$ cat config.mk
export PLATFORM = sky130hd
export DESIGN_NAME = seg7_scan_driver
export DESIGN_NICKNAME = d
export VERILOG_FILES = /design/src/rtl/seg7_scan_driver.sv
export SDC_FILE = /design/constraint.sdc
export NUM_CORES = 1
export LEC_CHECK = 0
export ABC_CLOCK_PERIOD_IN_PS = 12000
export BUFFER_PORTS_ARGS = -buffer_cell sky130_fd_sc_hd__clkbuf_2
export CORE_ASPECT_RATIO = 0.9
export CORE_MARGIN = 2
export CORE_UTILIZATION = 46
export DETAILED_ROUTE_END_ITERATION = 8
export GPL_TIMING_DRIVEN = 0
export PLACE_DENSITY = 0.66
export SKIP_LAST_GASP = 1
export SYNTH_ARGS = -nofsm -noshare
export SYNTH_HDL_FRONTEND = slang
export SYNTH_SLANG_ARGS = --single-unit
$ cat constraint.sdc
create_clock -name i_clk -period 12 [get_ports i_clk]
set_clock_uncertainty 0.15 [all_clocks]
set_input_delay 1.2 -clock i_clk [delete_from_list [all_inputs] [get_ports i_clk]]
set_output_delay 1.2 -clock i_clk [all_outputs]
set_load 0.1 [all_outputs]
$ cat src/rtl/seg7_scan_driver.sv
// Eight-digit common-anode seven-segment scan driver with per-slot blanking,
// hex/ASCII glyph decode, per-digit blink and once-per-frame register shadowing.
//
// state    | meaning
// ST_BLANK | all anodes off for BLANK_CYCLES clocks to suppress ghosting
// ST_DRIVE | digit idx lit (if enabled and not blinked off) for the rest of the slot
module seg7_scan_driver #(
    parameter int DIGIT_PERIOD_CYCLES = 50000,
    parameter int BLANK_CYCLES        = 500,
    parameter int BLINK_FRAMES        = 64
) (
    input  logic        i_clk,
    input  logic        i_rst_n,
    input  logic [63:0] i_digits,
    input  logic [15:0] i_char_ens,
    input  logic [7:0]  i_enables,
    output logic [7:0]  o_an,
    output logic [6:0]  o_seg,
    output logic        o_dp,
    output logic        o_frame_tick
);

    localparam logic [0:0] ST_BLANK = 1'b0;
    localparam logic [0:0] ST_DRIVE = 1'b1;

    localparam int CW = $clog2(DIGIT_PERIOD_CYCLES);
    localparam int FW = $clog2(BLINK_FRAMES + 1);
    localparam logic [CW-1:0] BLANK_LAST = CW'(BLANK_CYCLES - 1);
    localparam logic [CW-1:0] DRIVE_LAST = CW'(DIGIT_PERIOD_CYCLES - BLANK_CYCLES - 1);
    localparam logic [FW-1:0] FRAME_LAST = FW'(BLINK_FRAMES - 1);

    logic [0:0]    state;
    logic [CW-1:0] slot_cnt;
    logic [2:0]    idx;
    logic [FW-1:0] frame_cnt;
    logic          blink_phase;
    logic          frame_phase;
    logic [63:0]   sh_digits;
    logic [15:0]   sh_char_ens;
    logic [7:0]    sh_enables;

    logic          blank_done;
    logic          drive_done;
    logic          frame_start;
    logic [63:0]   cur_digits;
    logic [15:0]   cur_char_ens;
    logic [7:0]    cur_enables;
    logic          cur_phase;
    logic [7:0]    cur_byte;
    logic          ascii_sel;
    logic          blink_sel;
    logic          lit;
    logic [6:0]    glyph;
    logic          dp_n;

    function automatic logic [6:0] hex_glyph(input logic [3:0] n);
        logic [6:0] g;
        g = 7'h00;
        case (n)
            4'h0: g = 7'h3F;
            4'h1: g = 7'h06;
            4'h2: g = 7'h5B;
            4'h3: g = 7'h4F;
            4'h4: g = 7'h66;
            4'h5: g = 7'h6D;
            4'h6: g = 7'h7D;
            4'h7: g = 7'h07;
            4'h8: g = 7'h7F;
            4'h9: g = 7'h6F;
            4'hA: g = 7'h77;
            4'hB: g = 7'h7C;
            4'hC: g = 7'h39;
            4'hD: g = 7'h5E;
            4'hE: g = 7'h79;
            4'hF: g = 7'h71;
            default: g = 7'h00;
        endcase
        return g;
    endfunction

    function automatic logic [6:0] letter_glyph(input logic [4:0] n);
        logic [6:0] g;
        g = 7'h00;
        case (n)
            5'd0:  g = 7'h77;
            5'd1:  g = 7'h7C;
            5'd2:  g = 7'h39;
            5'd3:  g = 7'h5E;
            5'd4:  g = 7'h79;
            5'd5:  g = 7'h71;
            5'd6:  g = 7'h3D;
            5'd7:  g = 7'h76;
            5'd8:  g = 7'h06;
            5'd9:  g = 7'h1E;
            5'd10: g = 7'h75;
            5'd11: g = 7'h38;
            5'd12: g = 7'h37;
            5'd13: g = 7'h54;
            5'd14: g = 7'h3F;
            5'd15: g = 7'h73;
            5'd16: g = 7'h67;
            5'd17: g = 7'h50;
            5'd18: g = 7'h6D;
            5'd19: g = 7'h78;
            5'd20: g = 7'h3E;
            5'd21: g = 7'h1C;
            5'd22: g = 7'h2A;
            5'd23: g = 7'h76;
            5'd24: g = 7'h6E;
            5'd25: g = 7'h5B;
            default: g = 7'h00;
        endcase
        return g;
    endfunction

    // Setting bit 5 folds upper-case letters onto lower-case for the range test.
    function automatic logic [6:0] ascii_glyph(input logic [7:0] c);
        logic [7:0] lc;
        logic [7:0] ofs;
        logic [6:0] g;
        g   = 7'h00;
        lc  = c | 8'h20;
        ofs = lc - 8'h61;
        if (c >= 8'h30 && c <= 8'h39)
            g = hex_glyph(c[3:0]);
        else if (lc >= 8'h61 && lc <= 8'h7A)
            g = letter_glyph(ofs[4:0]);
        else if (c == 8'h2D)
            g = 7'h40;
        else if (c == 8'h5F)
            g = 7'h08;
        return g;
    endfunction

    assign blank_done  = (state == ST_BLANK) && (slot_cnt == BLANK_LAST);
    assign drive_done  = (state == ST_DRIVE) && (slot_cnt == DRIVE_LAST);
    assign frame_start = blank_done && (idx == 3'd0);

    // Digit 0 of a new frame must already show the freshly captured registers.
    assign cur_digits   = frame_start ? i_digits    : sh_digits;
    assign cur_char_ens = frame_start ? i_char_ens  : sh_char_ens;
    assign cur_enables  = frame_start ? i_enables   : sh_enables;
    assign cur_phase    = frame_start ? blink_phase : frame_phase;

    assign cur_byte  = cur_digits[{idx, 3'b000} +: 8];
    assign ascii_sel = cur_char_ens[{1'b0, idx}];
    assign blink_sel = cur_char_ens[{1'b1, idx}];
    assign lit       = cur_enables[idx] & ~(blink_sel & cur_phase);
    assign glyph     = ascii_sel ? ascii_glyph(cur_byte) : hex_glyph(cur_byte[3:0]);
    assign dp_n      = ascii_sel ? 1'b1 : ~cur_byte[7];

    always_ff @(posedge i_clk or negedge i_rst_n) begin
        if (!i_rst_n) begin
            state        <= ST_BLANK;
            slot_cnt     <= '0;
            idx          <= 3'd0;
            frame_cnt    <= '0;
            blink_phase  <= 1'b0;
            frame_phase  <= 1'b0;
            sh_digits    <= '0;
            sh_char_ens  <= '0;
            sh_enables   <= '0;
            o_an         <= 8'hFF;
            o_seg        <= 7'h7F;
            o_dp         <= 1'b1;
            o_frame_tick <= 1'b0;
        end else begin
            o_frame_tick <= frame_start;
            case (state)
                ST_BLANK: begin
                    if (blank_done) begin
                        state    <= ST_DRIVE;
                        slot_cnt <= '0;
                        if (lit) begin
                            o_an  <= ~(8'h01 << idx);
                            o_seg <= ~glyph;
                            o_dp  <= dp_n;
                        end else begin
                            o_an  <= 8'hFF;
                            o_seg <= 7'h7F;
                            o_dp  <= 1'b1;
                        end
                    end else begin
                        slot_cnt <= slot_cnt + CW'(1);
                    end
                end
                default: begin
                    if (drive_done) begin
                        state    <= ST_BLANK;
                        slot_cnt <= '0;
                        idx      <= idx + 3'd1;
                        o_an     <= 8'hFF;
                        o_seg    <= 7'h7F;
                        o_dp     <= 1'b1;
                    end else begin
                        slot_cnt <= slot_cnt + CW'(1);
                    end
                end
            endcase

            // The phase toggled here applies from the following frame onward.
            if (frame_start) begin
                sh_digits   <= i_digits;
                sh_char_ens <= i_char_ens;
                sh_enables  <= i_enables;
                frame_phase <= blink_phase;
                if (frame_cnt == FRAME_LAST) begin
                    frame_cnt   <= '0;
                    blink_phase <= ~blink_phase;
                end else begin
                    frame_cnt <= frame_cnt + FW'(1);
                end
            end
        end
    end

endmodule
# Word level (Yosys, flattened, before mapping)
# Memories as Yosys holds them, arrays and structs flattened.
# Index checks and enable logic that the tools add are counted.
dict set report op_classes {
  bitwise_logic 8
  mux 35
  multipliers 0
  div 0
  eq_ne 6
  reduce_logical 10
  add_sub_neg 4
  order_cmp 7
  shifts 2
}
# cell n
set ops {}
lappend ops {{$mux 16} 4}
lappend ops {{$mux 64} 1}
lappend ops {{$shiftx 64x7->8} 1}
lappend ops {{$mux 7} 9}
lappend ops {{$mux 8} 5}
lappend ops {{$add 16x1->16 const B} 1}
lappend ops {{$eq 16x16->1 const B} 1}
lappend ops {{$eq 16x9->1 const B} 1}
lappend ops {{$mux 1} 12}
lappend ops {{$bmux 1 s3} 3}
lappend ops {{$eq 8x6->1 const B} 1}
lappend ops {{$eq 8x7->1 const B} 1}
lappend ops {{$ge 8x6->1 const B} 1}
lappend ops {{$ge 8x7->1 const B} 1}
lappend ops {{$le 8x6->1 const B} 1}
lappend ops {{$le 8x7->1 const B} 1}
lappend ops {{$not 8->8} 1}
lappend ops {{$shl 1x3->8 const A} 1}
lappend ops {{$add 7x1->7 const B} 1}
lappend ops {{$eq 7x6->1 const B} 1}
lappend ops {{$not 7->7} 1}
lappend ops {{$reduce_and 2->1} 3}
lappend ops {{$logic_and 1x1->1} 5}
lappend ops {{$lt 3x5->1 const B} 1}
lappend ops {{other kinds (10)} 14}
dict set report word_totals {
  in_bits 90
  mem_bits_ro 448
  wordCells 88
  reg_bits 134
  mem_count 3
  latchBits 0
  ram_bits 0
}
# memory words word_bits read_ports rd_clocked_by_memory_dff write_ports line
set mem_list {}
lappend mem_list {{(name not given)} 32 7 1 0 0 84} ;# case (n)
lappend mem_list {{(name not given)} 16 7 1 0 0 59} ;# case (n)
lappend mem_list {{(name not given)} 16 7 1 0 0 59}

# Depth between registers and ports, before layout
dict set report logic_depth {
  word_depth 15
  depth_mapped 20
  mapped_depth_nobuf 15
}

# Worst setup path before layout
# OpenSTA, ideal clock, no wires.
dict set report synth_timing {
  path_type {reg-to-reg}
  from {reg idx[0]}
  to {reg o_seg[0]}
  path_stages_with_launch 20
  synth_period_minus_slack_ps 4865
  t_arrival_ps 4627
  slack_ps 7135
  cell_sequence {dfrtp_1 -> clkbuf_1 -> inv_1 -> clkbuf_1 -> ha_1 -> nor2b_1 -> buf_4 -> nand2_4 -> buf_6 -> mux4_2 -> a221oi_4 -> clkbuf_1 -> ha_1 -> ha_1 -> clkbuf_1 -> clkbuf_1 -> nand3_1 -> a21oi_1 -> o32ai_1 -> a221oi_2}
}
dict set report synth_between {
  elab_chain_cells 13
  word_cells_on_any_way 35
}
# element line
set synth_lines {}
lappend synth_lines {{start: declaration} 34} ;# logic [2:0] idx;
lappend synth_lines {{start signal: assignment} 191} ;# idx <= idx + 3'd1;
lappend synth_lines {{$logic_not 3->1} 137} ;# assign frame_start = blank_done && (idx == 3'd0);
lappend synth_lines {{$logic_and 1x1->1} 137}
lappend synth_lines {{$mux 64} -}
lappend synth_lines {{$shiftx 64x7->8} 145} ;# assign cur_byte = cur_digits[{idx, 3'b000} +: 8];
lappend synth_lines {{$sub 5x1->5 (tied with other cells)} 123} ;# ofs = lc - 8'h61;
lappend synth_lines {{$mem_v2 32x7 (tied with other cells)} -}
lappend synth_lines {{$mux 7} 126} ;# else if (lc >= 8'h61 && lc <= 8'h7A)
lappend synth_lines {{$mux 7} 124} ;# if (c >= 8'h30 && c <= 8'h39)
lappend synth_lines {{$mux 7} 149} ;# assign glyph = ascii_sel ? ascii_glyph(cur_byte) : hex_glyph(cur_byte[3:0]);
lappend synth_lines {{$not 7->7} 176} ;# o_seg <= ~glyph;
lappend synth_lines {{$mux 7 *} 174} ;# if (lit) begin
lappend synth_lines {{$mux 7 *} 171} ;# if (blank_done) begin
lappend synth_lines {{$mux 7 *} 169} ;# case (state)
lappend synth_lines {{end signal: assignment} 176}
lappend synth_lines {{end: declaration} 18} ;# output logic [6:0] o_seg,
# Every way passes the cells marked *; elsewhere a longest branch is shown, timed or not. The select of a mux whose other input is x is not followed.
# A chain may end at the register's enable or synchronous reset.

# Final worst setup path
# Ends and elaborated chain as after synthesis.

==> summary.txt <==
CTS
  • Sinks on Clock Net: 134
  • Clock root buffer: sky130_fd_sc_hd__clkbuf_16
  • Setup Fix Bufs, Post-CTS: 0
  • Source-to-sink clock delay at the later pin of the worst-skew pair: 430 ps
  • Clock-pin slew reported for the worst setup and hold paths after clock tree synthesis: 60 ps
  • Clk buf depth: 2
  • Count of hold-fix buffers inserted at cts: 0
  • CTS tree: done
  • Total number of H-tree levels: 4
  • Resized cells post-CTS: 0
  • Number of buffers created by CTS: 17

Die
  • Horizontal die dimension: 141 um
  • Core Box Area: 16700 um^2
  • Initial Util: 0.466
  • Chip height: 127 um
  • Number of placed I/O pins: 107
  • Core Rows: 45
  • Overall die area: 18000 um^2

Yosys
  • Synthesized net count: 957
  • Cell types with the highest counts after synthesis: 268 x sky130_fd_sc_hd__nand2_1, 118 x sky130_fd_sc_hd__dfrtp_1, 49 x sky130_fd_sc_hd__nor2_1, 38 x sky130_fd_sc_hd__clkbuf_1, 31 x sky130_fd_sc_hd__o21ai_0
  • Top cells by area, synth: sky130_fd_sc_hd__dfrtp_1 38%, sky130_fd_sc_hd__nand2_1 13%, sky130_fd_sc_hd__mux4_2 5.5%, sky130_fd_sc_hd__dfstp_2 5.4%, sky130_fd_sc_hd__mux2_2 4.3%
  • Synth cell types: 67
  • Number of warnings reported in the yosys synthesis log: 0
  • Top cell type by total area after synthesis: sky130_fd_sc_hd__dfrtp_1
  • Seq/Total Area, Yosys: 0.433
  • Gate count after technology mapping: 850
  • Most common flop cell mapped by yosys: sky130_fd_sc_hd__dfrtp_1
  • Fraction of registers with async set or reset after synthesis: 1.00
  • Most common cell in the synthesized netlist: sky130_fd_sc_hd__nand2_1
  • Area share of the leading cell type in the synthesized netlist: 0.379
  • Mean Syn Cell Area: 9.16 um^2
  • Number of synthesized flops with an enable pin: 0
  • Area of the mapped netlist: 7780 um^2
  • Seq cells post-synth: 134

Worst setup path
  • CP Buf/Inv Count: 8
  • Crit path max-delay family: buffers and inverters
  • Data arrival time at the worst-slack endpoint: 6700 ps
  • Top cell by count, worst path: sky130_fd_sc_hd__clkbuf_1
  • CP max stage delay: 590 ps
  • Worst Setup Start Kind: flip-flop
  • Endpoint type of the worst setup path: flip-flop
  • Required arrival time at the worst endpoint: 12190 ps
  • Chain of cells forming the critical path: clkbuf_1 -> inv_1 -> clkbuf_1 -> ha_1 -> nor2b_1 -> buf_4 -> nand2_4 -> buf_6 -> mux4_2 -> a221oi_4 -> clkbuf_1 -> ha_1 -> ha_1 -> clkbuf_1 -> clkbuf_1 -> nand3_1 -> a21oi_1 -> o32ai_1 -> a221oi_2
  • Kind of critical path: flip-flop to flip-flop
  • Worst-path cell with the longest stage delay: sky130_fd_sc_hd__mux4_2
  • Max FO, Critical Path: 13

Place
  • Pre-CTS setup slack: 5650 ps
  • Buffers on Ports: 106
  • DP Area: 8620 um^2
  • Post-DP HPWL: 15.9 mm
  • Placer's final routability congestion estimate: 0.892

Final layout
  • Final Cell Area: 9220 um^2
  • Layout cells sized above 1: 0.238
  • Share of the core filled with cells in the final layout: 0.551
  • Final-stage net count: 1083
  • Area growth from synthesis to final layout: 18.4%
  • ANT cells: 0

STA
  • Total Negative Setup Slacks: 0 ps
  • Final-layout worst hold slack: 312 ps
  • Post-layout minimum cycle time: 6500 ps
  • Maximum achievable frequency: 0.154 GHz
  • Minimum setup slack in the final design: 5500 ps
  • Hold violation total from the final report: 0
  • Slew headroom: 0.516
  • Unrepaired setup endpoints after global routing: false
  • Slew at the pin closest to its max-slew limit: 727 ps
  • Final setup fails: 0
  • Final max-slew violation count: 0
  • Final cycle utilization of the critical path: 0.542

Pwr
  • Power density of the placed cells: 113 nW/um^2
  • Switching pwr: 0.246 mW
  • Leakage power of the design: 4.10 nW
  • Internal Power: 0.792 mW
  • Sequential cell fraction of total power: 0.438
  • Logic pwr share: 0.042
  • Clock network power share: 0.520
  • Max IR drop VDD: 97.4 uV
  • Switching share of power: 0.237

GRT
  • Number of global-route vias before repair: 6564
  • Wire length of the first global-routing pass: 34.9 mm
  • Residual overflow from global routing: 0
  • All-Layer GR Usage: 0.251
  • Largest net degree at the start of global routing: 102
  • Antenna violations before repair: 0

Route
  • Residual DRC count: 0
  • Antenna-violating nets left: 0
  • Total Wirelength: 21.8 mm
  • Vias per inst: 5.60
  • Detailed-route via count: 6715
  • Pre-Repair DR Iteration Count: 5
  • Iteration-0 DRC Markers: 488
  • Average wire per cell in the routed design: 18.2 um

Job
  • Number of violations of the max-capacitance limit: 0

Run status
  • Outcome: finished, final reports clean

Worst hold path
  • Hold Path Class: flip-flop to flip-flop
## power groups by stage
stage	clock [mW]	combinational, mW	sequential [mW]
final	0.540	0.0435	0.455
after global routing	0.571	0.0480	0.455
after CTS	0.548	0.0444	0.455
after detailed placement	0	0.0441	0.463
after global placement	0	0.0423	0.463
after floorplan	0	0.0122	0.463
## flip-flops by register name, summed over array words and instances (netlist names)
signal	cells
o_dp	1
sh_char_ens	16
blink_phase	1
sh_digits	64
idx	3
frame_phase	1
slot_cnt	16
state	1
o_seg	7
frame_cnt	7
sh_enables	8
o_an	8
o_frame_tick	1
## routing by layer
layer	GRT usage	part of all wire	wire length, um	vias up
met4	0.0776	0.020	432	0
met1	0.352	0.46	10100	3244
li1	-	-	-	3206
met5	0	0	0	-
met2	0.383	0.45	9730	227
met3	0.0682	0.070	1520	38
## cell usage in the layout (no fill, tap or decap), types with 19 or more instances in the layout
cell and n:
sky130_fd_sc_hd__clkbuf_1 38, sky130_fd_sc_hd__mux4_2 19, sky130_fd_sc_hd__nand3_1 22, sky130_fd_sc_hd__mux2_2 30, sky130_fd_sc_hd__dfrtp_1 118, sky130_fd_sc_hd__nor2_1 49
sky130_fd_sc_hd__clkbuf_2 105, sky130_fd_sc_hd__nand2_1 268, sky130_fd_sc_hd__inv_1 21, sky130_fd_sc_hd__o21ai_0 31, sky130_fd_sc_hd__a21oi_1 22
## worst min-delay path: stages (launching register included)
cell                      delay (ps)
sky130_fd_sc_hd__dfrtp_1         340
sky130_fd_sc_hd__nand2_1          50
sky130_fd_sc_hd__nand2_1          50
## path summary, 6_finish.rpt
| path | depth (start not counted) | slack (ps) | startpoint | end |
|---|---|---|---|---|
| max | 19 | 5500 | idx[0] | o_seg[0] |
| min | 2 | 310 | sh_enables[5] | sh_enables[5] |
| max reg2reg | 19 | 5500 | idx[0] | o_seg[0] |
| min reg2reg | 2 | 310 | sh_enables[5] | sh_enables[5] |
| max in group asynchronous | 2 | 10400 | i_rst_n | slot_cnt[6] |
| min in group asynchronous | 1 | 520 | i_rst_n | sh_digits[52] |
## metrics by stage
step,total power [mW],cells
after floorplan,0.476,850
after global placement,0.506,1167
after detailed placement,0.508,1168
after CTS,1.05,1200
after global routing,1.07,1200
final,1.04,1200
## cell type report
cell class / count / area [um^2]
Buffer: 51 / 239
Clock buffer: 18 / 439
Clock inverter: 14 / 165
Fill cell: 1518 / 7500
Inverter: 23 / 86.3
Multi-Input combinational cell: 642 / 4090
Sequential cell: 134 / 3370
Tap cell: 211 / 264
Timing Repair Buffer: 107 / 567
## cell families after synthesis
kind of cell | synth area share
fa+ha+maj | 0.0273
flops | 0.433
compound gates | 0.134
buf+inv | 0.0418
mux | 0.110
xor+xnor | 0.0278
simple gates | 0.226
Power figures use the tool's default switching activity.
